===== config.mk =====
export PLATFORM = sky130hd
export DESIGN_NAME = wb_arbiter
export DESIGN_NICKNAME = d
export VERILOG_FILES = /design/src/rtl/wb_arbiter.sv
export SDC_FILE = /design/constraint.sdc
export NUM_CORES = 1
export LEC_CHECK = 0
export ABC_AREA = 1
export BUFFER_PORTS_ARGS = -buffer_cell sky130_fd_sc_hd__buf_4
export CORE_ASPECT_RATIO = 0.5
export CORE_MARGIN = 3
export CORE_UTILIZATION = 55
export DETAILED_ROUTE_END_ITERATION = 12
export HOLD_SLACK_MARGIN = 0.08
export PLACE_DENSITY = 0.9
export RECOVER_POWER = 100
export SYNTH_ARGS = -nofsm -noshare
export SYNTH_HDL_FRONTEND = slang
export SYNTH_SLANG_ARGS = --single-unit

===== constraint.sdc =====
create_clock -name clk -period 5 [get_ports clk]
set_clock_uncertainty 0.2 [all_clocks]
set_input_delay 1 -clock clk [delete_from_list [all_inputs] [get_ports clk]]
set_output_delay 1 -clock clk [all_outputs]
set_load 0.1 [all_outputs]

===== src/rtl/wb_arbiter.sv =====
// Register-file write-port arbiter: round-robin between ALU and load writeback,
// plus a per-register pending scoreboard queried by decode for stall decisions.
module wb_arbiter #(
    parameter int unsigned REG_ADDR_W = 5,
    parameter int unsigned NUM_REGS   = 32,
    parameter int unsigned DATA_W     = 32
) (
    input  logic                  clk,
    input  logic                  rst,
    input  logic                  i_alu_valid,
    output logic                  o_alu_ready,
    input  logic [REG_ADDR_W-1:0] i_alu_addr,
    input  logic [DATA_W-1:0]     i_alu_data,
    input  logic                  i_ld_valid,
    output logic                  o_ld_ready,
    input  logic [REG_ADDR_W-1:0] i_ld_addr,
    input  logic [DATA_W-1:0]     i_ld_data,
    input  logic                  i_issue_en,
    input  logic [REG_ADDR_W-1:0] i_issue_addr,
    input  logic [REG_ADDR_W-1:0] i_rs1_addr,
    input  logic [REG_ADDR_W-1:0] i_rs2_addr,
    input  logic [REG_ADDR_W-1:0] i_rd_addr,
    output logic                  o_rs1_busy,
    output logic                  o_rs2_busy,
    output logic                  o_rd_busy,
    output logic                  o_we,
    output logic [REG_ADDR_W-1:0] o_waddr,
    output logic [DATA_W-1:0]     o_wdata
);

    logic [NUM_REGS-1:0]   r_pending;
    logic                  r_last_grant;  // 0 = ALU, 1 = LD
    logic                  r_we;
    logic [REG_ADDR_W-1:0] r_waddr;
    logic [DATA_W-1:0]     r_wdata;

    logic                  w_grant_alu;
    logic                  w_grant_ld;
    logic                  w_accept;
    logic                  w_commit;
    logic [REG_ADDR_W-1:0] w_acc_addr;
    logic [DATA_W-1:0]     w_acc_data;
    logic [NUM_REGS-1:0]   w_pending_d;

    // Under contention the source that did not win last time is granted.
    assign w_grant_alu = !rst && i_alu_valid && (!i_ld_valid || r_last_grant);
    assign w_grant_ld  = !rst && i_ld_valid && (!i_alu_valid || !r_last_grant);
    assign w_accept    = w_grant_alu || w_grant_ld;
    assign w_acc_addr  = w_grant_ld ? i_ld_addr : i_alu_addr;
    assign w_acc_data  = w_grant_ld ? i_ld_data : i_alu_data;
    assign w_commit    = w_accept && (w_acc_addr != '0);

    assign o_alu_ready = w_grant_alu;
    assign o_ld_ready  = w_grant_ld;

    // Clear before set so a same-edge issue to the committing register keeps it pending.
    always_comb begin
        w_pending_d = r_pending;
        if (w_commit) begin
            w_pending_d[w_acc_addr] = 1'b0;
        end
        if (i_issue_en && (i_issue_addr != '0)) begin
            w_pending_d[i_issue_addr] = 1'b1;
        end
        w_pending_d[0] = 1'b0;
    end

    always_ff @(posedge clk) begin
        if (rst) begin
            r_pending    <= '0;
            r_last_grant <= 1'b1;
            r_we         <= 1'b0;
            r_waddr      <= '0;
            r_wdata      <= '0;
        end else begin
            r_pending <= w_pending_d;
            r_we      <= w_commit;
            if (w_accept) begin
                r_last_grant <= w_grant_ld;
            end
            if (w_commit) begin
                r_waddr <= w_acc_addr;
                r_wdata <= w_acc_data;
            end
        end
    end

    // The regfile bypasses the write in flight, so that register is not busy.
    assign o_rs1_busy = r_pending[i_rs1_addr] && !(r_we && (r_waddr == i_rs1_addr));
    assign o_rs2_busy = r_pending[i_rs2_addr] && !(r_we && (r_waddr == i_rs2_addr));
    assign o_rd_busy  = r_pending[i_rd_addr] && !(r_we && (r_waddr == i_rd_addr));

    assign o_we    = r_we;
    assign o_waddr = r_waddr;
    assign o_wdata = r_wdata;

endmodule


==> impl_metrics.csv, run 1 <==
group,metric,value,unit
outcome,status,"finished, final reports clean",
setup_path,max_stage_delay,0.75,ns
pwr,p_switching,0.712,mW
place,io_buffers,141,
floorplanning,start_util,58.0,%
setup_path,crit_buf_inv,4,
yosys,yosysUniqueCellTypes,31,
cells_and_area,fin_util,73.3,%
place,gp_congestion,1.02,
job,maxCapViolCount,0,
timing,rsz0062_at_grt,"false",
pwr,power.density,342,nW/um^2
setup_path,critPathMaxFanout,42,
clock_tree,cts_made_buffers,9,
timing,drv_slew,0,
yosys,synth_fp_nets,815,
routing,drt-initial-drc-count,512,
routing,vias,5216,
timing,holdWs,0.271,ns
floorplanning,core-area,7490,um^2
global_route,grt_max_degree,43,
timing,setup_viol,0,
timing,fmax,0.234,GHz
global_route,antenna_found_initial,0,
setup_path,arrival,3.08,ns
place,hpwl,9770,um
cells_and_area,fin_nets,935,
cells_and_area,drive_gt1_share,15.2,%
timing,hold_viol,0,
floorplanning,rows,22,
clock_tree,root_buffer,"clkbuf_16",
setup_path,cp_top_family,"buffers and inverters",
clock_tree,cts_resized,0,
pwr,power_frac_clock,36.3,%
global_route,grt_pass1_vias,4530,
clock_tree,clock_sinks,70,
routing,first_pass_iters,7,
yosys,synth_cells,716,
routing,vias_per_cell,5.50,
pwr,comb_power_share,30.6,%
setup_path,cp.required,3.80,ns
clock_tree,hold_buffers,0,
setup_path,critPathLaunchType,"input pin",
clock_tree,clkTransAtPathRegs,0.05,ns
floorplanning,dieArea,9060,um^2
pwr,peakVddDrop,0.175,mV
timing,layout_min_cycle_time,4.28,ns
clock_tree,clock_latency,0.33,ns
global_route,grt_use_total,28.6,%
clock_tree,cts_max_path_buffers,2,
timing,setup-tns-final,0,ns
yosys,synth_warnings,0,
setup_path,crit_type,"input pin to output port",
routing,wl_per_cell,14.3,um
place,place_area,5360,um^2
pwr,switching_share,38.0,%
cells_and_area,fin_area,5490,um^2
yosys,synth_area,4340,um^2
floorplanning,pin_count,142,
hold_path,hold_class,"register to register",
timing,relSlewSlack,18.4,%
routing,drc,0,
routing,ant_nets,0,
pwr,cell_internal_pwr,1.16,mW
pwr,p_seq_share,33.1,%
timing,worst_slew_pin_slew,1.23,ns
timing,fin_crit_sh,85.5,%
yosys,ys_ff_latch,70,
setup_path,crit_chain,"buf_4 -> inv_4 -> nand3_1 -> inv_1 -> clkbuf_2",
global_route,grt_pass1_wl,20900,um
routing,routed_wl,13600,um
pwr,p_leak,2.48,nW
clock_tree,postCtsSetupBuffers,0,
floorplanning,die_h,68.8,um
global_route,grt-ovfl-total,0,
cells_and_area,syn2layout_area_growth,26.5,%
cells_and_area,diodes,0,
setup_path,critPathCaptureType,"output port",
setup_path,cp_slowest_cell,"inv_1",
yosys,yosysSeqAreaShare,32.3,%
clock_tree,htreeDepth,3,
clock_tree,cts_tree,"done",
yosys,avgSynthCellArea,6.06,um^2
floorplanning,die_w,132,um
cell usage after synthesis:
| cell type | instances | share of area (%) |
|---|---|---|
| nand4_1 | 7 | 1.0 |
| nand2_1 | 219 | 19 |
| nand2_2 | 5 | 0.72 |
| o211ai_1 | 19 | 3.3 |
| o22ai_1 | 10 | 1.4 |
| o21ai_0 | 55 | 6.3 |
| inv_2 | 2 | 0.17 |
| a31oi_1 | 1 | 0.14 |
| inv_1 | 54 | 4.7 |
| nand3_1 | 44 | 5.1 |
| xor2_1 | 2 | 0.40 |
| buf_2 | 4 | 0.46 |
| clkbuf_1 | 23 | 2.0 |
| clkinv_1 | 2 | 0.17 |
| nor3_1 | 5 | 0.58 |
| nor2_4 | 1 | 0.26 |
| buf_8 | 2 | 0.69 |
| nor2_1 | 95 | 8.2 |
| a21oi_1 | 51 | 5.9 |
| nand2_4 | 2 | 0.52 |
| o21ai_4 | 1 | 0.37 |
| or2_2 | 1 | 0.14 |
| o21ai_1 | 27 | 3.1 |
| a21oi_2 | 3 | 0.61 |
| dfxtp_1 | 70 | 32 |
| nand3_4 | 1 | 0.40 |
| inv_4 | 1 | 0.14 |
| o2111ai_1 | 1 | 0.20 |
| a221oi_1 | 2 | 0.40 |
| buf_6 | 4 | 1.0 |
| nor2_2 | 2 | 0.29 |
flip-flops by register name (all words and copies together) (netlist names):
name,cells
o_wdata,32
r_pending,31
o_waddr,5
o_we,1
r_last_grant,1
layer usage:
layer  up-vias  share of wire, %  routed length (um)  GRT usage (%)
met3        51                10                1360           7.39
met5         -                 0                   0              0
li1       2596                 -                   -              -
met4         0               2.8                 376           11.0
met2       309                46                6310           51.9
met1      2260                41                5530           33.7
power groups by stage:
stage / Sequential (mW) / Clock, mW / Combinational (mW)
after floorplan: 0.843 / 0 / 0.229
after global placement: 0.631 / 0 / 0.592
after detailed placement: 0.632 / 0 / 0.600
after CTS: 0.620 / 0.683 / 0.603
after global routing: 0.623 / 0.706 / 0.611
final: 0.621 / 0.681 / 0.573
stage by stage:
| step | instances | total power, mW | worst slack (ns) |
|---|---|---|---|
| floorplan | 716 | 1.07 | 0.477 |
| global placement | 933 | 1.22 | 1.21 |
| detailed placement | 933 | 1.23 | 1.08 |
| CTS | 949 | 1.91 | 1.30 |
| global route | 949 | 1.94 | 0.578 |
| finish | 949 | 1.87 | 0.724 |
placed cells by master, fill, tap and decap left out, types with 2 or more instances in the layout:
master,Yosys,layout
xor2_1,2,2
clkinv_1,2,2
o22ai_1,10,10
nor3_1,5,5
nand2_1,219,222
clkinv_4,0,3
nand2_2,5,2
a21oi_2,3,3
a21oi_1,51,51
clkbuf_1,23,42
o21ai_0,55,56
nor2_1,95,96
o21ai_1,27,27
bufinv_16,0,2
nand4_1,7,7
nand2_4,2,2
inv_1,54,55
nand3_1,44,45
buf_4,0,99
a221oi_1,2,2
clkbuf_16,0,9
dfxtp_1,70,70
o211ai_1,19,19
final cells by class:
class,count,area [um^2]
Multi-Input combinational cell,554,2500
Fill cell,687,2000
Sequential cell,70,1400
Timing Repair Buffer,142,906
Clock buffer,9,225
Inverter,59,224
Tap cell,108,135
Clock inverter,7,98.8
path summary, 6_finish.rpt:
| path | from | end | slack (ns) | cells after the start |
|---|---|---|---|---|
| worst min register to register | r_pending[6] | r_pending[6] | 0.27 | 2 |
| worst max register to register | r_last_grant | o_wdata[0] | 1.81 | 11 |
| worst max-delay path | rst | o_ld_ready | 0.72 | 5 |
| worst min-delay path | r_pending[6] | r_pending[6] | 0.27 | 2 |
worst register-to-register path: cells and delay by family, from the launching register on:
| kind | cells | cell delay [ns] |
|---|---|---|
| and+or+nand+nor | 9 | 1.32 |
| buffers and inverters | 2 | 1.30 |
| DFF | 1 | 0.31 |
cell families (layout without fill, tap and decap cells):
logic type / count (synthesis) / in the layout / share of synthesized area (%)
AOI/OAI and AO/OA: 170 / 170 / 21.8
xor gates and xnor gates: 2 / 2 / 0.404
buffers and inverters: 92 / 217 / 9.34
DFF: 70 / 70 / 32.3
and+or+nand+nor: 382 / 382 / 36.2
Power figures use the tool's default switching activity.
==> inputs of run 2 (changes only) <==
- MAX_ROUTING_LAYER: not set -> met4
==> impl_metrics.csv, run 2 (synthesis results as in run 1) <==
group,metric,value,unit
global_route,antenna_found_initial,0,
setup_path,crit_buf_inv,3,
setup_path,cp_slowest_cell,"clkbuf_1",
place,gp_congestion,1.01,
setup_path,critPathMaxFanout,26,
setup_path,arrival,3.08,ns
global_route,grt_pass1_wl,21300,um
place,hpwl,10100,um
cells_and_area,diodes,0,
cells_and_area,layout_commonest_cell,"nand2_1",
clock_tree,hold_buffers,0,
routing,drc,0,
floorplanning,dieArea,9060,um^2
routing,wl_per_cell,14.7,um
timing,drv_slew,0,
clock_tree,cts_tree,"done",
routing,first_pass_iters,5,
routing,vias_per_cell,5.57,
timing,fmax,0.234,GHz
clock_tree,htreeDepth,3,
floorplanning,die_w,132,um
pwr,power.density,331,nW/um^2
setup_path,cp.required,3.80,ns
pwr,peakVddDrop,0.175,mV
cells_and_area,seq_area,1400,um^2
job,maxCapViolCount,0,
cells_and_area,multi_input_area,2510,um^2
clock_tree,root_buffer,"clkbuf_16",
place,io_buffers,141,
floorplanning,pin_count,142,
timing,setup-tns-final,0,ns
global_route,grt_use_total,29.9,%
clock_tree,postCtsSetupBuffers,0,
timing,fin_crit_sh,85.6,%
setup_path,critPathCaptureType,"output port",
timing,rsz0062_at_grt,"false",
routing,routed_wl,14000,um
clock_tree,cts_made_buffers,9,
timing,fin_ws,0.723,ns
outcome,status,"finished, final reports clean",
global_route,grt-ovfl-total,0,
floorplanning,start_util,58.0,%
timing,hold_viol,0,
hold_path,hold_class,"register to register",
setup_path,max_stage_delay,0.87,ns
cells_and_area,largest_reg_flops,32,
timing,setup_viol,0,
timing,worst_slew_pin_slew,1.23,ns
global_route,grt_pass1_vias,4548,
routing,ant_nets,0,
cells_and_area,final_cell_mix,"nand2_1, buf_4, nor2_1, dfxtp_1",
cells_and_area,syn2layout_area_growth,26.1,%
floorplanning,core-area,7490,um^2
global_route,grt_max_degree,43,
cells_and_area,drive_gt1_share,15.3,%
clock_tree,clkTransAtPathRegs,0.05,ns
pwr,p_total,1.81,mW
cells_and_area,fin_nets,935,
cells_and_area,fillerInstances,675,
routing,drt-initial-drc-count,486,
clock_tree,clock_sinks,70,
timing,relSlewSlack,18.5,%
routing,vias,5284,
clock_tree,cts_max_path_buffers,2,
clock_tree,cts_resized,0,
pwr,p_leak,2.47,nW
setup_path,critPathLaunchType,"input pin",
timing,layout_min_cycle_time,4.28,ns
setup_path,crit_chain,"buf_4 -> inv_1 -> nor2_1 -> o21ai_0 -> o21ai_0 -> o21ai_0 -> nor2_1 -> nor2_1 -> clkbuf_1",
floorplanning,die_h,68.8,um
setup_path,cp_top_family,"buffers and inverters",
setup_path,crit_type,"input pin to output port",
floorplanning,rows,22,
place,dp_slack,1.05,ns
clock_tree,clock_latency,0.32,ns
## run 2: where the power goes
part	total, mW	internal [mW]	switching, mW	leakage [nW]
combinational	0.578	0.133	0.445	1.76
clock	0.614	0.367	0.247	0.139
sequential	0.621	0.593	0.0281	0.573
total	1.81	1.09	0.720	2.47
## run 2: metal layers
layer	vias to the layer above	routed length (um)	global-route usage, %
li1	2586	-	-
met1	2392	5760	36.4
met2	285	6690	52.3
met3	21	1330	6.01
met4	0	183	8.12
met5	-	0	-
## run 2: worst paths after layout
path / cells past startpoint / slack, ns / startpoint / to
max reg2reg: 11 / 1.81 / r_last_grant / o_wdata[16]
min reg2reg: 2 / 0.27 / r_pending[6] / r_pending[6]
max: 9 / 0.72 / i_rd_addr[0] / o_rd_busy
min: 2 / 0.27 / r_pending[6] / r_pending[6]
## run 2: area by class of cell
class / instances / share of cell area, %
Clock buffer: 11 / 4.62
Tap cell: 108 / 2.47
Clock inverter: 5 / 0.755
Inverter: 59 / 4.09
Sequential cell: 70 / 25.6
Multi-Input combinational cell: 554 / 45.9
Timing Repair Buffer: 142 / 16.6
## run 2: stage by stage
step	cells	hold slack [ns]	cell area (um^2)	utilization (%)
6_report	949	0.270	5470	73.1
3_5_place_dp	933	0.259	5360	71.6
5_1_grt	949	0.292	5470	73.1
2_1_floorplan	716	0.238	4340	-
4_1_cts	949	0.269	5650	75.5
3_3_place_gp	933	0.256	5360	71.6
## run 2: tightest hold or removal path, stage by stage (launching register included)
cell,delay (ns)
dfxtp_1,0.31
nand2_1,0.06
a21oi_1,0.06
